--- src/rtl/ser2par_8.sv ---
// MSB-first serial-to-parallel converter with valid/ready on both sides.
// Define SER2PAR_PARITY_CHK_EN to consume and check a trailing odd-parity bit.
module ser2par_8 (
   input  logic       clk,
   input  logic       rst,
   input  logic       din_vld,
   input  logic       din,
   output logic       din_rdy,
   input  logic       dout_rdy,
   output logic       dout_vld,
   output logic [7:0] dout,
   output logic       parity_err
);

`ifdef SER2PAR_PARITY_CHK_EN
   localparam logic [3:0] LAST = 4'd8;
`else
   localparam logic [3:0] LAST = 4'd7;
`endif

   logic [3:0] cnt_q, cnt_d;
   logic [7:0] sr_q, sr_d;
   logic [7:0] dout_q, dout_d;
   logic       vld_q, vld_d;
   logic       perr_q, perr_d;
   logic       last, acc, load;

   assign last    = (cnt_q == LAST);
   // Only the final bit stalls, and only while the output slot is occupied.
   assign din_rdy = !(last && vld_q && !dout_rdy);
   assign acc     = din_vld && din_rdy;
   assign load    = acc && last;

   always_comb begin
      cnt_d  = cnt_q;
      sr_d   = sr_q;
      dout_d = dout_q;
      vld_d  = vld_q;
      perr_d = perr_q;
      if (vld_q && dout_rdy)
         vld_d = 1'b0;
      if (acc) begin
         cnt_d = last ? 4'd0 : cnt_q + 4'd1;
`ifdef SER2PAR_PARITY_CHK_EN
         if (!last)
            sr_d = {sr_q[6:0], din};
`else
         sr_d = {sr_q[6:0], din};
`endif
      end
      if (load) begin
         vld_d = 1'b1;
`ifdef SER2PAR_PARITY_CHK_EN
         dout_d = sr_q;
         perr_d = ~(^sr_q ^ din);
`else
         dout_d = {sr_q[6:0], din};
         perr_d = 1'b0;
`endif
      end
   end

   always_ff @(posedge clk) begin
      if (rst) begin
         cnt_q  <= 4'd0;
         sr_q   <= 8'h00;
         dout_q <= 8'h00;
         vld_q  <= 1'b0;
         perr_q <= 1'b0;
      end else begin
         cnt_q  <= cnt_d;
         sr_q   <= sr_d;
         dout_q <= dout_d;
         vld_q  <= vld_d;
         perr_q <= perr_d;
      end
   end

   assign dout_vld   = vld_q;
   assign dout       = dout_q;
   assign parity_err = perr_q;

endmodule

--- config.mk ---
export PLATFORM = sky130hd
export DESIGN_NAME = ser2par_8
export DESIGN_NICKNAME = d
export VERILOG_FILES = /design/src/rtl/ser2par_8.sv
export SDC_FILE = /design/constraint.sdc
export NUM_CORES = 1
export LEC_CHECK = 0
export BUFFER_PORTS_ARGS = -buffer_cell sky130_fd_sc_hd__buf_2
export CAP_MARGIN = 20
export CORE_MARGIN = 1.5
export CORE_UTILIZATION = 54
export CTS_CLUSTER_SIZE = 30
export DETAILED_ROUTE_END_ITERATION = 10
export GPL_TIMING_DRIVEN = 0
export PLACE_DENSITY = 0.75
export SKIP_CTS_REPAIR_TIMING = 1
export SYNTH_ARGS = -nofsm -noshare
export SYNTH_HDL_FRONTEND = slang
export SYNTH_SLANG_ARGS = --single-unit
--- constraint.sdc ---
create_clock -name clk -period 1.5 [get_ports clk]
set_clock_uncertainty 0.1 [all_clocks]
set_input_delay 0.15 -clock clk [delete_from_list [all_inputs] [get_ports clk]]
set_output_delay 0.15 -clock clk [all_outputs]
set_load 0.005 [all_outputs]
==> impl_results.md, run 1 <==
* Hold_ws at around 0.13 ns
* Via Count at 1,024
* Die height at roughly 47 um
* Pin count of the biggest net entering global routing at 13
* RSZ-0062 raised after global routing: true
* Cell Rows at 15
* Final Hold Violating Endpoints at 0
* Worst setup EP type: output port
* Nets at roughly 150
* Switch Pwr at approximately 0.00028 W
* Sink Count at 20
* Clock Pin Slew Worst Setup and Hold Paths at 0.11 ns
* Tmin final at ~1.6 ns
* Tot GR Track Use at a little under a quarter
* Worst-path fanout max at 5
* Final antenna-violating net count at 0
* Cell Area, Synth at 1060 um2
* Sequential power share at between 50% and 60%
* CP Data Arrival Time at 1.30 ns
* Fin. max-slew vios at 0
* Routability cong. at approximately 0.84
* Static Leak at ~0.55 nW
* GRT overflow at 0
* Vias in the first global route at ~790
* CP required at approximately 1.3 ns
* CTS tree: done
* Sw Ratio at 23.7%
* Hold Path Class: in2reg
* Depth of the CTS H-tree at 1
* Via density at approximately 6.1
* Power, Total at 0.00117 W
* 1st-iter DRT viols at slightly above 50
* Failing checks: negative setup slack
* Drt pass-1 iters at 4
* Comb power frac at a little under an eighth
* Yosys warnings at 0
* Max clock buf depth at 2
* Post-DR wirelength/cell at about 15 um
* Die X at 47.4 um
* Post-DP HPWL at ~1.6 mm
* Fill cells at around 140
* Port Buf Inserts at 14
* PwrDens at approximately 880 nW/um2
* Initial antenna violation count at 0
* First-pass GRT wire length at approximately 3.6 mm
* Fin worst setup slack at -0.0545 ns
* Initial core utilization at about three fifths
* VDD IR max at between 0.7 and 0.8 mV
* Setup TNS at -0.140 ns
* Post-Syn Nets at roughly 120
* CTS root buffer: clkbuf_4
* Synth Instances at roughly 120
* Post-synth top area share at a little under two fifths
* #FFs+latches synth at 20
* Sequential area share after synthesis at 37.6%
* Core Area at about 1800 um2
* Crit path kind: reg2out
* Layout Area Growth over Synthesis at 24.9%
* Largest area contributor in the netlist: dfxtp_1
* # IOs at 16
* Maxcap violations at 0
* Mapped Avg Cell Area at 9.02 um2
* Clk Latency, worst-skew pair at a little over 0.3 ns
* Startpoint class of the critical path: register
* Routed WL at between 2 and 3 mm
* N_diodes at 0
* DR DRC count at 0
* Share of cells above drive strength 1 at a little under a third
* Internal at 0.000891 W
* Status: finished with violations
* Crit share post-route at 104%
* Clk pwr share at a little under two fifths
* Final setup fails at 5
* Synth cell types at 27
* Ranking of synthesized cells by area: dfxtp_1 38%, nand2_1 9.2%, mux2i_1 7.5%, a41oi_1 6.6%, nand4_1 5.9%
* Max Fclk at between 600 and 700 MHz
* Number of CTS-inserted buffers at 3
* DIE AREA at between 2000 and 2500 um2
-- Yosys cell counts --
| cell type | number |
|---|---|
| a21oi_1 | 3 |
| mux2i_1 | 8 |
| and3b_2 | 1 |
| nor2b_1 | 1 |
| clkbuf_8 | 1 |
| inv_1 | 1 |
| and2b_1 | 1 |
| nand2b_1 | 1 |
| nor3_1 | 1 |
| nand4_1 | 10 |
| buf_2 | 4 |
| o2111a_1 | 1 |
| o311ai_2 | 2 |
| ha_1 | 1 |
| o311ai_0 | 6 |
| or3_2 | 1 |
| and3b_1 | 1 |
| a311oi_1 | 1 |
| buf_4 | 4 |
| dfxtp_1 | 20 |
| clkbuf_1 | 3 |
| buf_6 | 2 |
| o21ai_0 | 1 |
| conb_1 | 1 |
| nand2_1 | 26 |
| nor3b_1 | 8 |
| a41oi_1 | 8 |
-- final cells by class --
| class | instances | area (um2) | area share, % |
|---|---|---|---|
| multi-input cells | 83 | 586 | 44.0 |
| flip-flops and latches | 20 | 408 | 30.7 |
| repair buffers | 20 | 148 | 11.1 |
| plain buffers | 14 | 101 | 7.62 |
| well taps | 25 | 31.3 | 2.35 |
| clock inverters | 1 | 30.0 | 2.26 |
| clock buffers | 3 | 22.5 | 1.69 |
| inverters | 1 | 3.75 | 0.282 |
-- through the flow --
stage               util (%)  instance area (um2)  instances  setup WS, ns
finish                  74.6                 1330        167       -0.0545
floorplan                  -                 1060        118         0.101
global route            74.6                 1330        167        -0.118
detailed placement      65.4                 1170        157       -0.0754
CTS                     68.4                 1220        161        -0.295
global placement        65.4                 1170        157       -0.0149
-- final timing paths --
path | startpoint | to | slack [ns] | cells past startpoint
worst min register to register | dout[3] | dout[3] | 0.36 | 2
worst max register to register | cnt_q[0] | cnt_q[1] | -0.04 | 6
worst max-delay path | cnt_q[0] | din_rdy | -0.05 | 5
worst min-delay path | din_vld | cnt_q[3] | 0.13 | 4
-- flip-flops by register name, indices dropped and copies added (netlist names) --
signal	cells
sr_q	7
cnt_q	4
dout_vld	1
dout	8
-- cell usage in the layout (no fill, tap or decap), drive strengths merged, types with 2 or more instances in the layout --
cell	Yosys	layout
buf	10	28
nand2	26	26
dfxtp	20	20
nand4	10	10
nor3b	8	8
a41oi	8	8
mux2i	8	8
o311ai	8	8
clkbuf	4	8
a21oi	3	3
and3b	2	2
-- logic make-up (layout without fill, tap and decap cells) --
kind of cell / Yosys count / in the layout / synth area share, %
flip-flops: 20 / 20 / 37.6
multiplexers: 8 / 8 / 7.52
AND/OR/NAND/NOR: 51 / 51 / 25.5
AO/OA/AOI/OAI: 22 / 22 / 18.3
other: 1 / 1 / 0.352
adder cells (fa/ha/maj): 1 / 1 / 1.17
buffers and inverters: 15 / 39 / 9.52
-- routing by layer --
layer | global-route usage, % | share of wire, %
met1 | 30.9 | 41
met2 | 35.7 | 50
met3 | 6.92 | 7.0
met4 | 6.67 | 1.5
met5 | 0 | 0
-- worst max-delay path, stage by stage, from the launching register on --
cell and delay, ns:
dfxtp_4 0.38, ha_4 0.17, and3b_1 0.16, buf_6 0.12
nand2_2 0.05, buf_2 0.10
-- power by group through the flow --
stage          sequential [W]  clock [W]  combinational, W
5_1_grt              0.000592   0.000484          0.000148
4_1_cts              0.000580   0.000454          0.000112
6_report             0.000588   0.000445          0.000134
2_1_floorplan        0.000584          0         0.0000858
3_5_place_dp         0.000592          0          0.000111
3_3_place_gp         0.000590          0          0.000108
Note: power is estimated with default switching activity, not from simulation.
==> run 2, diff against run 1 <==
--- a/config.mk
+++ b/config.mk
@@ -14,3 +14,5 @@
 export GPL_TIMING_DRIVEN = 0
+export HOLD_SLACK_MARGIN = 0.02
 export PLACE_DENSITY = 0.75
+export SETUP_SLACK_MARGIN = 0.15
 export SKIP_CTS_REPAIR_TIMING = 1
--- a/constraint.sdc
+++ b/constraint.sdc
@@ -4,2 +4,2 @@
 set_output_delay 0.15 -clock clk [all_outputs]
-set_load 0.005 [all_outputs]
+set_load 0.1 [all_outputs]
==> run 2 against run 1 <==
- largest cell class unchanged
- largest power group unchanged
- worst hold slack improved by 0.0073 ns
- total power fell by 5.1%
- first-iteration DRC count rose by 9.8%
- non-clock buffer count did not move
- sequential power barely moved
- the run still ends with negative setup slack left
==> impl_results.md, run 2 (synthesis results as in run 1) <==
* Nets at 149 (unchanged)
* Crit path kind: reg2out (unchanged)
* Failing checks: negative setup slack (unchanged)
* Fin. max-slew vios at 0 (unchanged)
* Initial core utilization at 59.7% (unchanged)
* Initial antenna violation count at 0 (unchanged)
* Hold Path Class: in2reg (unchanged)
* DR DRC count at 0 (unchanged)
* Startpoint class of the critical path: register (unchanged)
* # IOs at 16 (unchanged)
* Worst-path fanout max at 3 (was 5)
* First-pass GRT wire length at 3.75 mm (was 3.56 mm)
* Vias in the first global route at 759 (was 794)
* Most frequent cells in the layout: 25 x nand2_1, 17 x dfxtp_1, 12 x clkbuf_4, 10 x nand4_1 (was 25 x nand2_1, 18 x buf_2, 18 x dfxtp_1, 10 x nand4_1)
* Final antenna-violating net count at 0 (unchanged)
* Depth of the CTS H-tree at 1 (unchanged)
* Fin util at 78.2% (was 74.6%)
* CTS root buffer: clkbuf_4 (unchanged)
* Die height at 47.4 um (unchanged)
* Sink Count at 20 (unchanged)
* Post-DR wirelength/cell at 16.6 um (was 15.1 um)
* Tot GR Track Use at 24.1% (was 23.1%)
* GRT overflow at 0 (unchanged)
* Cell count of the worst hold path at 4 (unchanged)
* Pin count of the biggest net entering global routing at 13 (unchanged)
* Final setup fails at 9 (was 5)
* Final Hold Violating Endpoints at 0 (unchanged)
* N_diodes at 0 (unchanged)
* Via Count at 1,043 (was 1,024)
* Share of cells above drive strength 1 at 32.4% (was 30.3%)
* Tmin final at 1.62 ns (was 1.55 ns)
* Routed WL at 2.77 mm (was 2.53 mm)
* DP Cell Count at 157 (unchanged)
* Post-DP HPWL at 1.66 mm (was 1.63 mm)
* Drt pass-1 iters at 4 (unchanged)
* Clk Latency, worst-skew pair at 0.30 ns (was 0.31 ns)
* Fin cells at 167 (unchanged)
* Status: finished with violations (unchanged)
* Worst-Margin Slew at between 0.5 and 0.6 ns
* Buf/Inv on CP at 2 (unchanged)
* Die X at 47.4 um (unchanged)
* 1st-iter DRT viols at 56 (was 51)
* Crit-path cells: ha_4, and3b_1, buf_6, nand2_8, buf_12 (was ha_4, and3b_1, buf_6, nand2_2, buf_2)
* Clock Pin Slew Worst Setup and Hold Paths at 0.11 ns (about the same)
* CP required at 1.25 ns (about the same)
* VDD IR max at 0.672 mV (was 0.785 mV)
* CP delay by family, top: flip-flops (unchanged)
* Commonest non-fill, non-tap cell in the layout: nand2_1 (unchanged)
* Static Leak at 0.548 nW (about the same)
* Path length in cells of the critical path at 5 (unchanged)
* Max incr delay on CP at 0.38 ns (about the same)
* Max Fclk at 617 MHz (was 643 MHz)
* Maxcap violations at 0 (unchanged)
* Worst setup EP type: output port (unchanged)
* Port Buf Inserts at 14 (unchanged)
* DIE AREA at 2250 um2 (unchanged)
* Fin worst setup slack at -0.121 ns (was -0.0545 ns)
* Slew HR at between 60 and 70%
* Max clock buf depth at 2 (unchanged)
* Core Area at 1780 um2 (unchanged)
* RSZ-0062 raised after global routing: true (unchanged)
* CP Data Arrival Time at 1.37 ns (was 1.30 ns)
* Number of CTS-inserted buffers at 3 (unchanged)
* Setup TNS at -0.424 ns (was -0.140 ns)
* Max reg flops at 8 (unchanged)
* R2r worst-path depth at 7 (was 6)
* Via density at 6.25 (was 6.13)
* Crit share post-route at 108% (was 104%)
* Layout Area Growth over Synthesis at 30.9% (was 24.9%)
* CTS tree: done (unchanged)
* Routability cong. at 0.804 (was 0.839)
* PwrDens at 795 nW/um2 (was 878 nW/um2)
* Crit path max-delay cell type: dfxtp_4 (unchanged)
* Cell Rows at 15 (unchanged)
-- run 2: report_power, final --
part	switching (W)	internal (W)	total, W
combinational	0.0000868	0.0000660	0.000153
sequential	0.0000304	0.000554	0.000585
clock	0.000167	0.000203	0.000370
-- run 2: metal layers --
| layer | up-vias | part of all wire, % | GRT usage, % |
|---|---|---|---|
| met5 | - | 0 | 0 |
| li1 | 491 | - | - |
| met4 | 0 | 1.3 | 9.44 |
| met3 | 4 | 7.7 | 3.46 |
| met2 | 60 | 48 | 36.5 |
| met1 | 488 | 43 | 34.4 |
-- run 2: path summary, 6_finish.rpt --
kind | slack, ns | endpoint | from
worst max-delay path | -0.12 | din_rdy | cnt_q[0]
worst min register to register | 0.37 | dout[6] | dout[6]
worst max register to register | -0.09 | sr_q[0] | cnt_q[0]
worst min-delay path | 0.14 | cnt_q[3] | din_vld
-- run 2: stage by stage --
step                area, um2  total power (W)  setup WS, ns  hold WS (ns)
global route             1390          0.00116        -0.166         0.151
floorplan                1090         0.000681        0.0409         0.189
finish                   1390          0.00111        -0.121         0.141
detailed placement       1200         0.000717       -0.0768         0.335
CTS                      1240          0.00109        -0.423       0.00369
global placement         1200         0.000711       -0.0630         0.330
-- run 2: worst reg2reg max path: stages, from the launching register on --
cell and delay [ns]:
dfxtp_4 0.38, ha_4 0.17, and3b_1 0.18, buf_6 0.14, buf_12 0.14, buf_8 0.13
nand4_1 0.11, o311ai_2 0.13
-- run 2: cell type report --
cell class                 instances  area [um2]
timing repair buffer              20         185
fill                             134         389
tap                               25        31.3
inverter                           1        3.75
multi-input combinational         83         613
clock buffer                       4        47.5
buffer                            14         101
sequential                        20         412
